[src/rtl/rcon_sequencer_if.sv]
// Handshake/data bundle between an AES key-schedule controller and the
// round-constant sequencer.
interface rcon_sequencer_if #(
    parameter int WORD_W = 32
);
    logic              start;
    logic [1:0]        key_len;
    logic              dir;
    logic              next;
    logic [WORD_W-1:0] rcon_column;
    logic [3:0]        round_num;
    logic              valid;
    logic              last;
    logic              err;

    modport master (
        output start, key_len, dir, next,
        input  rcon_column, round_num, valid, last, err
    );

    modport slave (
        input  start, key_len, dir, next,
        output rcon_column, round_num, valid, last, err
    );
endinterface

[src/rtl/rcon_sequencer.sv]
// AES round-constant sequencer: steps Rcon forward (xtime) or backward
// (inverse xtime) through 1..N rounds for AES-128/192/256.
module rcon_sequencer #(
    parameter int        WORD_W = 32,
    parameter logic [7:0] POLY  = 8'h1b
) (
    input  logic             clk,
    input  logic             rst_n,
    rcon_sequencer_if.slave  bus
);
    typedef enum logic {
        IDLE,
        ACTIVE
    } state_t;

    state_t     r_state;
    logic [7:0] r_byte;
    logic [3:0] r_round;
    logic [3:0] r_n;
    logic       r_dir;
    logic       r_valid;
    logic       r_err;

    logic [3:0]        w_n;
    logic              w_legal;
    logic              w_last;
    logic [WORD_W-1:0] w_col;

    function automatic logic [7:0] xtime(input logic [7:0] b);
        return {b[6:0], 1'b0} ^ (b[7] ? POLY : 8'h00);
    endfunction

    function automatic logic [7:0] inv_xtime(input logic [7:0] b);
        return b[0] ? (((b ^ POLY) >> 1) | 8'h80) : (b >> 1);
    endfunction

    // Nth constant derived from POLY so the reverse start tracks the polynomial.
    function automatic logic [7:0] rcon_at(input logic [3:0] n);
        logic [7:0] b;
        b = 8'h01;
        for (int unsigned i = 1; i < 10; i++) begin
            if (i < 32'(n)) b = xtime(b);
        end
        return b;
    endfunction

    always_comb begin
        w_n = 4'd0;
        case (bus.key_len)
            2'd0:    w_n = 4'd10;
            2'd1:    w_n = 4'd8;
            2'd2:    w_n = 4'd7;
            default: w_n = 4'd0;
        endcase
    end

    assign w_legal = (bus.key_len != 2'd3);
    assign w_last  = (r_state == ACTIVE) &&
                     (r_dir ? (r_round == 4'd1) : (r_round == r_n));

    always_comb begin
        w_col = '0;
        w_col[WORD_W-1 -: 8] = r_byte;
    end

    always_ff @(posedge clk or negedge rst_n) begin
        if (!rst_n) begin
            r_state <= IDLE;
            r_byte  <= '0;
            r_round <= '0;
            r_n     <= '0;
            r_dir   <= 1'b0;
            r_valid <= 1'b0;
            r_err   <= 1'b0;
        end else begin
            r_err <= 1'b0;
            // start outranks next; an illegal start also suppresses next.
            if (bus.start) begin
                if (w_legal) begin
                    r_state <= ACTIVE;
                    r_n     <= w_n;
                    r_dir   <= bus.dir;
                    r_valid <= 1'b1;
                    if (bus.dir) begin
                        r_round <= w_n;
                        r_byte  <= rcon_at(w_n);
                    end else begin
                        r_round <= 4'd1;
                        r_byte  <= 8'h01;
                    end
                end else begin
                    r_err <= 1'b1;
                end
            end else if (bus.next && (r_state == ACTIVE)) begin
                if (w_last) begin
                    r_state <= IDLE;
                    r_byte  <= '0;
                    r_round <= '0;
                    r_valid <= 1'b0;
                end else if (r_dir) begin
                    r_byte  <= inv_xtime(r_byte);
                    r_round <= r_round - 4'd1;
                end else begin
                    r_byte  <= xtime(r_byte);
                    r_round <= r_round + 4'd1;
                end
            end
        end
    end

    assign bus.rcon_column = w_col;
    assign bus.round_num   = r_round;
    assign bus.valid       = r_valid;
    assign bus.last        = w_last;
    assign bus.err         = r_err;
endmodule

[src/flat_wrapper.sv]
// flat-port wrapper written by rule: the top's interface ports become plain ports
module rcon_sequencer_flat 
#(
    parameter int        WORD_W = 32,
    parameter logic [7:0] POLY  = 8'h1b
)
  (clk, rst_n, bus_start, bus_key_len, bus_dir, bus_next, bus_rcon_column, bus_round_num, bus_valid, bus_last, bus_err);
  rcon_sequencer_if #(.WORD_W(WORD_W)) bus_i ();
  input  logic clk;
  input  logic rst_n;
  input wire logic [$bits(bus_i.start)-1:0] bus_start;
  input wire logic [$bits(bus_i.key_len)-1:0] bus_key_len;
  input wire logic [$bits(bus_i.dir)-1:0] bus_dir;
  input wire logic [$bits(bus_i.next)-1:0] bus_next;
  output wire logic [$bits(bus_i.rcon_column)-1:0] bus_rcon_column;
  output wire logic [$bits(bus_i.round_num)-1:0] bus_round_num;
  output wire logic [$bits(bus_i.valid)-1:0] bus_valid;
  output wire logic [$bits(bus_i.last)-1:0] bus_last;
  output wire logic [$bits(bus_i.err)-1:0] bus_err;
  assign bus_i.start = bus_start;
  assign bus_i.key_len = bus_key_len;
  assign bus_i.dir = bus_dir;
  assign bus_i.next = bus_next;
  assign bus_rcon_column = bus_i.rcon_column;
  assign bus_round_num = bus_i.round_num;
  assign bus_valid = bus_i.valid;
  assign bus_last = bus_i.last;
  assign bus_err = bus_i.err;
  rcon_sequencer #(.WORD_W(WORD_W), .POLY(POLY)) u_core (.clk(clk), .rst_n(rst_n), .bus(bus_i));
endmodule
[config.mk]
export PLATFORM = sky130hd
export DESIGN_NAME = rcon_sequencer_flat
export DESIGN_NICKNAME = d
export VERILOG_FILES = /design/src/rtl/rcon_sequencer_if.sv /design/src/rtl/rcon_sequencer.sv /design/src/flat_wrapper.sv
export SDC_FILE = /design/constraint.sdc
export NUM_CORES = 1
export LEC_CHECK = 0
export ABC_AREA = 1
export CORE_MARGIN = 2
export CORE_UTILIZATION = 49
export DETAILED_ROUTE_END_ITERATION = 12
export PLACE_DENSITY = 0.85
export SETUP_SLACK_MARGIN = 0.5
export SLEW_MARGIN = 20
export SYNTH_ARGS = -nofsm -noshare
export SYNTH_HDL_FRONTEND = slang
export SYNTH_SLANG_ARGS = --single-unit
[constraint.sdc]
create_clock -name clk -period 3.95 [get_ports clk]
set_input_delay 0.79 -clock clk [delete_from_list [all_inputs] [get_ports clk]]
set_output_delay 0.79 -clock clk [all_outputs]
set_load 0.03 [all_outputs]
== Word-level counts from Yosys, hierarchy flattened ==
Index checks and enable logic that the tools add are counted.

* Add/sub/neg operators: 2
* $lt $le $gt $ge: 9
* Eq/ne operators: 6
* Muxes and demuxes: 63
* Bitwise logic cells: 10
* Reductions and logical operators: 8

{| class="wikitable"
|+ Operator list
! cell !! count
|-
| $mux W8 || 39
|-
| $xor A8 B8 Y8 || 9
|-
| $mux W5 || 9
|-
| $mux W4 || 6
|-
| $lt A3 B4 Y1 const A || 4
|-
| $pmux W4 S3 || 1
|-
| $lt A2 B4 Y1 const A || 2
|-
| $lt A4 B4 Y1 const A || 2
|-
| $mux W1 || 7
|-
| $add A4 B1 Y4 const B || 1
|-
| $eq A4 B1 Y1 const B || 1
|-
| $eq A4 B4 Y1 || 1
|-
| $lt A1 B4 Y1 const A || 1
|-
| $not A4 Y4 || 1
|-
| $reduce_and A2 Y1 || 2
|-
| $reduce_bool A2 Y1 || 2
|-
| $sub A4 B1 Y4 const B || 1
|-
| $reduce_and A3 Y1 || 1
|-
| $eq A2 B1 Y1 const B || 1
|-
| $eq A2 B2 Y1 const B || 1
|-
| $logic_and A1 B1 Y1 || 2
|-
| $logic_not A2 Y1 || 1
|-
| $mux W2 || 1
|-
| $ne A2 B1 Y1 const B || 1
|-
| $ne A2 B2 Y1 const B || 1
|}

* Bits in registers: 19
* Output and inout port bits: 39
* Logic and storage cells: 104

== Longest topological paths before layout ==
* Word-level depth: 55
* Gate-level depth with buffers: 11

== Worst setup path after synthesis ==
No wires, ideal clock.

* Path type: reg2out
* Start: register u_core.r_round[0] (netlist: u_core.bus.round_num[0])
* End: output port bus_last
* Data arrival time: 1490 ps
* Required time: 3160 ps
* Path slack: 1670 ps
* Cell stages (with the launch flop): 7
* Buffers on the path: 1
* Cells stage by stage: dfrtp_1 -> ha_1 -> o21ai_1 -> a21oi_2 -> nand3_2 -> buf_8 -> inv_2

* Word-level cells in the longest chain between the ends: 3
* Elaborated cells on any way between the ends: 4
* Classes of those cells: eq/ne: 2; mux: 1; reduce/logical: 1

{| class="wikitable"
|+ RTL lines
! element !! RTL line !! text
|-
| from (decl) || rcon_sequencer.sv:18 || <nowiki>logic [3:0] r_round;</nowiki>
|-
| from (signal assigned) || rcon_sequencer.sv:85 || <nowiki>r_round <= w_n;</nowiki>
|-
| from (signal assigned) || rcon_sequencer.sv:102 || <nowiki>r_round <= r_round - 4'd1;</nowiki>
|-
| from (signal assigned) || rcon_sequencer.sv:105 || <nowiki>r_round <= r_round + 4'd1;</nowiki>
|-
| $eq A4 B4 Y1 or $eq A4 B1 Y1 (tied branches) || rcon_sequencer.sv:59 || <nowiki>(r_dir ? (r_round == 4'd1) : (r_round == r_n));</nowiki>
|-
| $mux W1 * || rcon_sequencer.sv:59 ||
|-
| $logic_and A1 B1 Y1 * || rcon_sequencer.sv:58 || <nowiki>assign w_last = (r_state == ACTIVE) &&</nowiki>
|-
| to (decl) || flat_wrapper.sv:18 || <nowiki>output wire logic [$bits(bus_i.last)-1:0] bus_last;</nowiki>
|}

Mark *: on every way between the ends. The rest lies on a longest branch, timed or not.

== Worst setup path after layout ==
* Start: register u_core.r_dir
* End: output port bus_last

* Word-level cells in the longest chain between the ends: 2

{| class="wikitable"
|+ RTL lines
! element !! RTL line !! text
|-
| from (decl) || rcon_sequencer.sv:20 || <nowiki>logic r_dir;</nowiki>
|-
| from (signal assigned) || rcon_sequencer.sv:82 || <nowiki>r_dir <= bus.dir;</nowiki>
|-
| $mux W1 || rcon_sequencer.sv:59 ||
|-
| $logic_and A1 B1 Y1 || rcon_sequencer.sv:58 ||
|}

Every way passes these cells.

==> run summary <==
Final nets -> 222
Post-synth ARST share -> 100%
TritonCTS clock tree -> built
Crit path capture type -> output pin
Most numerous cell in the Yosys netlist -> nand2_1
TritonRoute pass-1 iters -> 4
Worst path cell trace -> inv_2, o21ai_1, a21oi_2, nand3_2, inv_2, clkdlybuf4s50_1
Final Hold Fails -> 0
Clock sink total -> 18
Syn Area/Cell -> 7.17 um2
Antenna viol nets, final -> 0
Crit path max fanout -> 15
Wire length per cell -> 11.2 um
Routed vias/inst -> 4.93
Worst skew pair latency -> 300 ps
Final Max Tran Viols -> 0
CP Class -> flop to output pin
Dpl ws -> 1040 ps
Worst-path clk slew -> 100 ps
Post-synth cell types -> 25
Worst path max stage delay -> 670 ps
Initial Utilization -> 50.8%
Die Wd -> 57.0 um
Layout cells sized above 1 -> 12.3%
Deepest clock path buffer count -> 2
Crit-path most repeated cell -> inv_2
H-tree Lvls -> 1
Global route overflow -> 0
DP HPWL -> 2.04 mm
Synth Warn # -> 0
Slew @ Worst Pin -> 798 ps
Post-cts resize count -> 0
PnR worst setup slack -> 663 ps
CP arrival -> 2500 ps
Power Total -> 0.000779 W
Num CTS Buffers -> 3
Post-Syn Area -> 1380 um2
Largest net degree at the start of global routing -> 19
Synth area leaders -> dfrtp_1 33%, buf_4 13%, nand2_1 10%
Die area -> 3250 um2
# Post-CTS Setup Buffers -> 0
Ys flop type -> dfrtp_1
Commonest cells in the synthesized netlist -> 38 x nand2_1, 26 x nor2_1, 24 x buf_4, 21 x a21oi_1, 18 x dfrtp_1
Required time of the critical path -> 3160 ps
RSZ-0062 raised after global routing -> false
Status -> finished, final reports clean
# IOs -> 46
Vias in the first global route -> 1,050
Max-Cap Viols -> 0
Worst Skew -> 2.97 ps
Worst Setup Start Kind -> flop
Final setup viols -> 0
Slew headroom -> 46.7%
FP Rows -> 19
# fillers -> 258
Fin util -> 56.4%
PortBufs -> 21
PwrDens -> 509 nW/um2
Tightest Hold Check Type -> flop to flop
Die Ht -> 57.0 um
Slowest cell on the critical path -> clkdlybuf4s50_1
Synth area leader -> dfrtp_1
Ant diodes -> 0
Final Cycle Share -> 83.2%
CTS root buf -> clkbuf_4
Area grow syn2layout -> 11.0%
Drt drc -> 0
Fmax -> 304 MHz
Routability cong. -> 0.849
Worst VDD drop -> 0.381 mV
Yosys reg bits -> 18
Final WL -> 2.72 mm
Share of the yosys chip area belonging to registers -> 32.7%
Minimum clock period -> 3290 ps
Hold-fix buffers, CTS -> 0
Syn Inst Count -> 192
GRT Overall Usage -> 17.5%
Yosys top cell area share -> 32.7%
Vias -> 1,193
Initial antenna violation count -> 0
First-pass GRT wire length -> 4.47 mm
TNS Setup -> 0 ps
Core Box Area -> 2710 um2
1st-iter DRT viols -> 24
Static leakage -> 0.786 nW
Number of synthesized flops with an enable pin -> 0
Hold_ws -> 562 ps
==> kinds of logic after synthesis <==
group                    count (synthesis)  share of synthesized area (%)
AND/OR/NAND/NOR                         81                           25.4
buffers and inverters                   48                           21.2
AO/OA/AOI/OAI                           35                           13.9
flip-flops                              18                           32.7
XOR/XNOR                                 6                           3.81
adder cells (fa/ha/maj)                  3                           2.73
other                                    1                          0.272
==> sequential cells by signal, summed over array words and instances (netlist names) <==
name and count:
u_core.r_byte 8, u_core.r_dir 1, u_core.bus.err 1, u_core.r_n 3
u_core.bus.round_num 4, u_core.bus.valid 1
==> cells in the final DEF (no fill, tap or decap), drive strengths merged <==
cell type / Yosys / routed
xor2: 5 / 5
nor2: 27 / 27
nand2: 47 / 47
conb: 1 / 24
o21ai: 9 / 9
a211oi: 1 / 1
a22oi: 1 / 1
nand4: 2 / 2
inv: 19 / 19
ha: 3 / 3
dfrtp: 18 / 18
xnor2: 1 / 1
clkbuf: 1 / 4
nand3: 5 / 5
clkdlybuf4s50: 0 / 21
a21oi: 24 / 24
==> worst max-delay path: cells and delay by family, from the launching register on <==
kind,cells,cell delay [ps]
flip-flops,1,560
buffers and inverters,3,1040
AO/OA/AOI/OAI,2,270
AND/OR/NAND/NOR,1,330
==> through the flow <==
step                cells  cell area (um2)
floorplan             215             1460
global placement      238             1490
detailed placement    238             1490
CTS                   242             1530
global route          242             1530
finish                242             1530
==> final cells by class <==
class                           count  area [um2]  area share, %
Timing Repair Buffer               21         210           13.7
Sequential cell                    18         450           29.5
Inverter                           19        71.3           4.66
Tap cell                           31        38.8           2.54
Multi-Input combinational cell    149         722           47.2
Clock buffer                        4        36.3           2.37
==> where the power goes <==
part	internal, W	switching [W]	total (W)
Sequential	0.000220	0.0000584	0.000279
Combinational	0.000144	0.000242	0.000386
Clock	0.0000562	0.0000578	0.000114
Total	0.000420	0.000358	0.000779
==> final timing paths <==
check / start / end / slack [ps] / depth (start not counted)
max in group asynchronous: rst_n / u_core.bus.valid$_DFFE_PN0P_ / 2510 / 1
setup reg to reg: u_core.r_dir$_DFFE_PN0P_ / u_core.r_byte[0]$_DFFE_PN0P_ / 2110 / 8
hold / removal: u_core.r_n[3]$_DFFE_PN0P_ / u_core.r_n[3]$_DFFE_PN0P_ / 560 / 2
min in group asynchronous: rst_n / u_core.r_byte[2]$_DFFE_PN0P_ / 950 / 1
setup / recovery: u_core.r_dir$_DFFE_PN0P_ / bus_last / 660 / 6
hold reg to reg: u_core.r_n[3]$_DFFE_PN0P_ / u_core.r_n[3]$_DFFE_PN0P_ / 560 / 2
==> routing by layer <==
layer  share of wire, %  GRT usage (%)  vias to the layer above
li1                   -              -                      592
met2                 49           29.4                       41
met1                 44           22.0                      554
met3                5.5           3.17                        6
met4                1.5           7.64                        0
met5                  0              0                        -
(Power assumes the default switching activity.)
